[config.mk]
export PLATFORM = sky130hd
export DESIGN_NAME = hbridge_gate_drive_flat
export DESIGN_NICKNAME = d
export VERILOG_FILES = /design/src/rtl/motor_pkg.sv /design/src/rtl/hbridge_gate_drive_if.sv /design/src/rtl/sync_ff.sv /design/src/rtl/hbridge_gate_drive.sv /design/src/flat_wrapper.sv
export SDC_FILE = /design/constraint.sdc
export NUM_CORES = 1
export LEC_CHECK = 0
export ABC_CLOCK_PERIOD_IN_PS = 2400
export CORE_MARGIN = 1.5
export CORE_UTILIZATION = 60
export CTS_CLUSTER_DIAMETER = 50
export DETAILED_ROUTE_END_ITERATION = 7
export DONT_BUFFER_PORTS = 1
export HOLD_SLACK_MARGIN = 0.05
export PLACE_DENSITY_LB_ADDON = 0.08
export SYNTH_ARGS = -nofsm -noshare
export SYNTH_HDL_FRONTEND = slang
export SYNTH_SLANG_ARGS = --single-unit
[constraint.sdc]
create_clock -name PCLK -period 2.4 [get_ports PCLK]
set_input_delay 0.24 -clock PCLK [delete_from_list [all_inputs] [get_ports PCLK]]
set_output_delay 0.24 -clock PCLK [all_outputs]
set_load 0.02 [all_outputs]
[src/rtl/motor_pkg.sv]
// Shared encodings for the motor peripheral: H-bridge command codes, the gate-drive
// state type and the default dead-time.
package motor_pkg;

  localparam logic [1:0] CMD_COAST = 2'b00;
  localparam logic [1:0] CMD_FWD   = 2'b01;
  localparam logic [1:0] CMD_REV   = 2'b10;
  localparam logic [1:0] CMD_BRAKE = 2'b11;

  localparam int unsigned DEADTIME_CC_DEFAULT = 50;

  typedef enum logic [2:0] {
    StCoast,
    StFwd,
    StRev,
    StBrake,
    StDead,
    StFaulted
  } state_e;

  function automatic state_e cmd_to_state(input logic [1:0] cmd);
    state_e s;
    s = StCoast;
    case (cmd)
      CMD_FWD:   s = StFwd;
      CMD_REV:   s = StRev;
      CMD_BRAKE: s = StBrake;
      default:   s = StCoast;
    endcase
    return s;
  endfunction

  function automatic logic [1:0] state_to_cmd(input state_e s);
    logic [1:0] c;
    c = CMD_COAST;
    case (s)
      StFwd:   c = CMD_FWD;
      StRev:   c = CMD_REV;
      StBrake: c = CMD_BRAKE;
      default: c = CMD_COAST;
    endcase
    return c;
  endfunction

endpackage

[src/rtl/hbridge_gate_drive_if.sv]
// Command/PWM/fault inputs and bridge/status outputs of the H-bridge gate driver.
interface hbridge_gate_drive_if;

  logic [1:0] HBRIDGE_CMD;
  logic       PWM_IN;
  logic       FAULT_N;
  logic       FAULT_CLR;
  logic       DRV_A;
  logic       DRV_B;
  logic       FAULT;
  logic       BUSY;

  modport master (
    output HBRIDGE_CMD, PWM_IN, FAULT_N, FAULT_CLR,
    input  DRV_A, DRV_B, FAULT, BUSY
  );

  modport slave (
    input  HBRIDGE_CMD, PWM_IN, FAULT_N, FAULT_CLR,
    output DRV_A, DRV_B, FAULT, BUSY
  );

endinterface

[src/rtl/sync_ff.sv]
// N-flop synchroniser for an asynchronous level; flops reset to 1 (inactive for
// active-low pins).
module sync_ff #(
    parameter int unsigned N = 2
) (
    input  logic clk_i,
    input  logic rst_ni,
    input  logic d_i,
    output logic q_o
);

    logic [N-1:0] sync_q;

    always_ff @(posedge clk_i or negedge rst_ni) begin
        if (!rst_ni) begin
            sync_q <= '1;
        end else begin
            sync_q <= {sync_q[N-2:0], d_i};
        end
    end

    assign q_o = sync_q[N-1];

endmodule

[src/rtl/hbridge_gate_drive.sv]
// H-bridge gate driver: maps mode commands and PWM onto the two bridge pins, inserting
// dead-time between driven modes and latching the external driver fault.
module hbridge_gate_drive
    import motor_pkg::*;
#(
    parameter int unsigned DEADTIME_CC = DEADTIME_CC_DEFAULT,
    parameter int unsigned SYNC_STAGES = 2
) (
    input logic                 PCLK,
    input logic                 PRESERN,
    hbridge_gate_drive_if.slave bus
);

    localparam int unsigned     CntW    = $clog2(DEADTIME_CC + 1);
    localparam logic [CntW-1:0] CntLoad = CntW'(DEADTIME_CC - 1);

    state_e          state_q, state_d;
    logic [1:0]      target_q, target_d;
    logic [CntW-1:0] cnt_q, cnt_d;
    logic            drv_a_q, drv_a_d;
    logic            drv_b_q, drv_b_d;
    logic            fault_q, fault_d;
    logic            busy_q, busy_d;
    logic            fault_n_sync;

    sync_ff #(
        .N(SYNC_STAGES)
    ) u_fault_sync (
        .clk_i (PCLK),
        .rst_ni(PRESERN),
        .d_i   (bus.FAULT_N),
        .q_o   (fault_n_sync)
    );

    always_comb begin
        state_d  = state_q;
        target_d = target_q;
        cnt_d    = cnt_q;
        // A synced fault beats every other transition, including a running dead-time.
        if (!fault_n_sync) begin
            state_d = StFaulted;
        end else begin
            unique case (state_q)
                StCoast: begin
                    if (bus.HBRIDGE_CMD != CMD_COAST) state_d = cmd_to_state(bus.HBRIDGE_CMD);
                end
                StFwd, StRev, StBrake: begin
                    if (bus.HBRIDGE_CMD != state_to_cmd(state_q)) begin
                        state_d  = StDead;
                        target_d = bus.HBRIDGE_CMD;
                        cnt_d    = CntLoad;
                    end
                end
                StDead: begin
                    // A changed request restarts the full dead-time rather than shortening it.
                    if (bus.HBRIDGE_CMD != target_q) begin
                        target_d = bus.HBRIDGE_CMD;
                        cnt_d    = CntLoad;
                    end else if (cnt_q == '0) begin
                        state_d = cmd_to_state(target_q);
                    end else begin
                        cnt_d = cnt_q - CntW'(1);
                    end
                end
                StFaulted: begin
                    if (bus.FAULT_CLR) begin
                        state_d  = StDead;
                        target_d = bus.HBRIDGE_CMD;
                        cnt_d    = CntLoad;
                    end
                end
                default: state_d = StCoast;
            endcase
        end
    end

    // Pins are decoded from the next state so they land one cycle after the inputs.
    always_comb begin
        drv_a_d = 1'b0;
        drv_b_d = 1'b0;
        fault_d = 1'b0;
        busy_d  = 1'b0;
        unique case (state_d)
            StFwd:     drv_a_d = bus.PWM_IN;
            StRev:     drv_b_d = bus.PWM_IN;
            StBrake: begin
                drv_a_d = 1'b1;
                drv_b_d = 1'b1;
            end
            StDead:    busy_d  = 1'b1;
            StFaulted: fault_d = 1'b1;
            default: ;
        endcase
    end

    always_ff @(posedge PCLK or negedge PRESERN) begin
        if (!PRESERN) begin
            state_q  <= StCoast;
            target_q <= CMD_COAST;
            cnt_q    <= '0;
            drv_a_q  <= 1'b0;
            drv_b_q  <= 1'b0;
            fault_q  <= 1'b0;
            busy_q   <= 1'b0;
        end else begin
            state_q  <= state_d;
            target_q <= target_d;
            cnt_q    <= cnt_d;
            drv_a_q  <= drv_a_d;
            drv_b_q  <= drv_b_d;
            fault_q  <= fault_d;
            busy_q   <= busy_d;
        end
    end

    assign bus.DRV_A = drv_a_q;
    assign bus.DRV_B = drv_b_q;
    assign bus.FAULT = fault_q;
    assign bus.BUSY  = busy_q;

endmodule

[src/flat_wrapper.sv]
// flat-port wrapper written by rule: the top's interface ports become plain ports
module hbridge_gate_drive_flat import motor_pkg::*;
#(
    parameter int unsigned DEADTIME_CC = DEADTIME_CC_DEFAULT,
    parameter int unsigned SYNC_STAGES = 2
)
  (PCLK, PRESERN, bus_HBRIDGE_CMD, bus_PWM_IN, bus_FAULT_N, bus_FAULT_CLR, bus_DRV_A, bus_DRV_B, bus_FAULT, bus_BUSY);
  hbridge_gate_drive_if bus_i ();
  input logic PCLK;
  input logic PRESERN;
  input wire logic [$bits(bus_i.HBRIDGE_CMD)-1:0] bus_HBRIDGE_CMD;
  input wire logic [$bits(bus_i.PWM_IN)-1:0] bus_PWM_IN;
  input wire logic [$bits(bus_i.FAULT_N)-1:0] bus_FAULT_N;
  input wire logic [$bits(bus_i.FAULT_CLR)-1:0] bus_FAULT_CLR;
  output wire logic [$bits(bus_i.DRV_A)-1:0] bus_DRV_A;
  output wire logic [$bits(bus_i.DRV_B)-1:0] bus_DRV_B;
  output wire logic [$bits(bus_i.FAULT)-1:0] bus_FAULT;
  output wire logic [$bits(bus_i.BUSY)-1:0] bus_BUSY;
  assign bus_i.HBRIDGE_CMD = bus_HBRIDGE_CMD;
  assign bus_i.PWM_IN = bus_PWM_IN;
  assign bus_i.FAULT_N = bus_FAULT_N;
  assign bus_i.FAULT_CLR = bus_FAULT_CLR;
  assign bus_DRV_A = bus_i.DRV_A;
  assign bus_DRV_B = bus_i.DRV_B;
  assign bus_FAULT = bus_i.FAULT;
  assign bus_BUSY = bus_i.BUSY;
  hbridge_gate_drive #(.DEADTIME_CC(DEADTIME_CC), .SYNC_STAGES(SYNC_STAGES)) u_core (.PCLK(PCLK), .PRESERN(PRESERN), .bus(bus_i));
endmodule
==> flow_metrics.env <==
export IMPL_holdPathStages=1
export IMPL_clkPwrFrac=0.217
export IMPL_p_int_mw=0.464
export IMPL_synth_top_flop_cell="dfrtp_1"
export IMPL_worstPathRequired_ps=2570
export IMPL_wirelength_mm=1.68
export IMPL_fin_tns_setup_ps=0
export IMPL_critPathMaxFanout=10
export IMPL_seq_power_share=0.518
export IMPL_p_sw_frac=0.313
export IMPL_die_area_um2=1890
export IMPL_netlist_cell_type_count=43
export IMPL_min_path_type="in -> reg"
export IMPL_synth_edff_count=0
export IMPL_p_sw_mw=0.211
export IMPL_synth_ff_latch_count=17
export IMPL_fin_crit_sh=0.902
export IMPL_fillers=127
export IMPL_grt_pass1_wl_mm=2.92
export IMPL_first_pass_iters=4
export IMPL_netlist_instances=94
export IMPL_dpl_worst_slack_ps=282
export IMPL_holdBufCountCts=2
export IMPL_dieHeight_um=43.5
export IMPL_layout_commonest_cell="dfrtp_1"
export IMPL_finalMaxSlewViolations=0
export IMPL_start_util=0.646
export IMPL_critPathLaunchType="register"
export IMPL_slew_headroom=0.508
export IMPL_grt_overflow=0
export IMPL_cts_tree="built"
export IMPL_drt_iter0_markers=12
export IMPL_cellLeakagePower_nw=0.417
export IMPL_synth_area_um2=985
export IMPL_cts_root_buffer="clkbuf_4"
export IMPL_clk_pin_slew_ps=90
export IMPL_wire_per_inst_um=14.6
export IMPL_crit_type="reg -> reg"
export IMPL_status="completed"
export IMPL_worstPathArrival_ps=2340
export IMPL_ant_nets=0
export IMPL_globalplace_congestion=0.858
export IMPL_cts_buffers_inserted=3
export IMPL_ir_drop_mv=0.431
export IMPL_vias=701
export IMPL_post_cts_buffers=0
export IMPL_dpl_hpwl_mm=1.25
export IMPL_final_layout_size_suffix_gt1_frac=0.202
export IMPL_timing_fmax_mhz=462
export IMPL_pin_count=11
export IMPL_p_comb_frac=0.265
export IMPL_antennaDiodeCount=0
export IMPL_grt_pass1_vias=649
export IMPL_fin_crit_ps=2160
export IMPL_clk_path_buf_depth=2
export IMPL_io_buffers=0
export IMPL_cts_resized=0
export IMPL_clock_sinks=17
export IMPL_die_width_um=43.5
export IMPL_htreeDepth=1
export IMPL_finClkSkew_ps=2.64
export IMPL_synthArstFlopShare=1.00
export IMPL_fin_ws_ps=236
export IMPL_worstSkewPairLatency_ps=280
export IMPL_drc=0
export IMPL_fin_nets=108
export IMPL_final_cell_mix="dfrtp_1, nand2_1, nand3_1, nor2_1, inv_1"
export IMPL_avgSynthCellArea_um2=10.5
export IMPL_tightest_slew_ps=736
export IMPL_rsz0062_at_grt="false"
export IMPL_rows=14
export IMPL_yosysSeqAreaShare=0.435
export IMPL_r2r_cells=11
export IMPL_antenna_found_initial=0
export IMPL_grt_max_degree=18
export IMPL_synth_nets=102
export IMPL_via_per_inst=6.10
export IMPL_yosysWarnings=0
export IMPL_end_kind="register"
export IMPL_grt_usage=0.207
export IMPL_power_density_nw_per_um2=650
export IMPL_cap_violations=0
export IMPL_area_delta_synth_final_pct=5.46
export IMPL_setup_violations=0
export IMPL_hold_violations=0
export IMPL_core_area_um2=1520
[per-layer routing]
metal / vias to the layer above / GRT usage / part of all wire
met1: 340 / 0.320 / 0.53
met5: - / 0 / 0
met2: 11 / 0.299 / 0.44
met4: 0 / 0.0727 / 0.010
li1: 346 / - / -
met3: 4 / 0.0250 / 0.023
[cell usage after synthesis, types with 2 or more instances]
cell type / count / area (um^2)
o221a_2: 2 / 22.5
nand3b_1: 3 / 22.5
or2b_1: 2 / 15.0
dfstp_2: 2 / 52.6
a21oi_1: 2 / 10.0
inv_4: 2 / 12.5
dfrtp_1: 15 / 375
nor2_1: 5 / 18.8
buf_6: 2 / 22.5
mux2_4: 2 / 30.0
o211ai_1: 3 / 22.5
nand3_1: 6 / 30.0
nand2_1: 11 / 41.3
inv_1: 5 / 18.8
nand2b_1: 2 / 12.5
nor3b_1: 2 / 15.0
xnor2_1: 2 / 17.5
[final cells by class]
| class | instances | area [um^2] | area share |
|---|---|---|---|
| multi-input cells | 67 | 498 | 0.480 |
| repair buffers | 4 | 35.0 | 0.0337 |
| inverters | 7 | 31.3 | 0.0301 |
| well taps | 16 | 20.0 | 0.0193 |
| clock buffers | 4 | 26.3 | 0.0253 |
| flip-flops and latches | 17 | 428 | 0.412 |
[final timing paths]
path                                            endpoint  slack [ps]                          start
max                                   u_core.target_q[0]         240                u_core.cnt_q[1]
min                                     u_core.bus.DRV_B          90                     bus_PWM_IN
max reg2reg                           u_core.target_q[0]         240                u_core.cnt_q[1]
min reg2reg                u_core.u_fault_sync.sync_q[1]         360  u_core.u_fault_sync.sync_q[0]
max in group asynchronous                u_core.cnt_q[2]        1480                        PRESERN
min in group asynchronous              u_core.state_q[0]         460                        PRESERN
[stage by stage]
step	power, mW	cells	hold WS [ps]	utilization	area [um^2]
CTS	0.679	115	82.1	0.681	1040
finish	0.675	115	86.2	0.681	1040
detailed placement	0.525	109	-55.3	0.651	992
global route	0.711	115	75.1	0.681	1040
floorplan	0.496	94	-55.6	-	985
global placement	0.522	109	-55.3	0.651	992
[cells by family after synthesis]
group           Yosys count  synth area share
xor+xnor                  3            0.0267
simple gates             42             0.264
fa+ha+maj                 1            0.0127
buf+inv                  10            0.0597
mux                       4            0.0521
flops                    17             0.435
compound gates           17             0.150
[worst max-delay path, cell delays in order, from the launching register on]
cell and delay [ps]:
dfrtp_1 390, inv_1 90, ha_1 190, nor3b_1 200, buf_4 150, a41o_1 170, o211a_2 220, inv_4 80
nand2_4 90, inv_4 50, nor2_4 120, mux2_4 300
[power groups by stage]
stage	Sequential (mW)	Combinational, mW	Clock (mW)
2_1_floorplan	0.348	0.148	0
3_3_place_gp	0.354	0.168	0
3_5_place_dp	0.354	0.171	0
4_1_cts	0.349	0.180	0.150
5_1_grt	0.354	0.197	0.160
6_report	0.349	0.179	0.147
[registers in the layout (all words and copies together) (netlist names)]
signal                      count
u_core.cnt_q                    6
u_core.target_q                 2
u_core.bus.FAULT                1
u_core.state_q                  3
u_core.u_fault_sync.sync_q      2
u_core.bus.DRV_B                1
u_core.bus.BUSY                 1
u_core.bus.DRV_A                1
No activity file was read; power rests on OpenSTA's default activity.
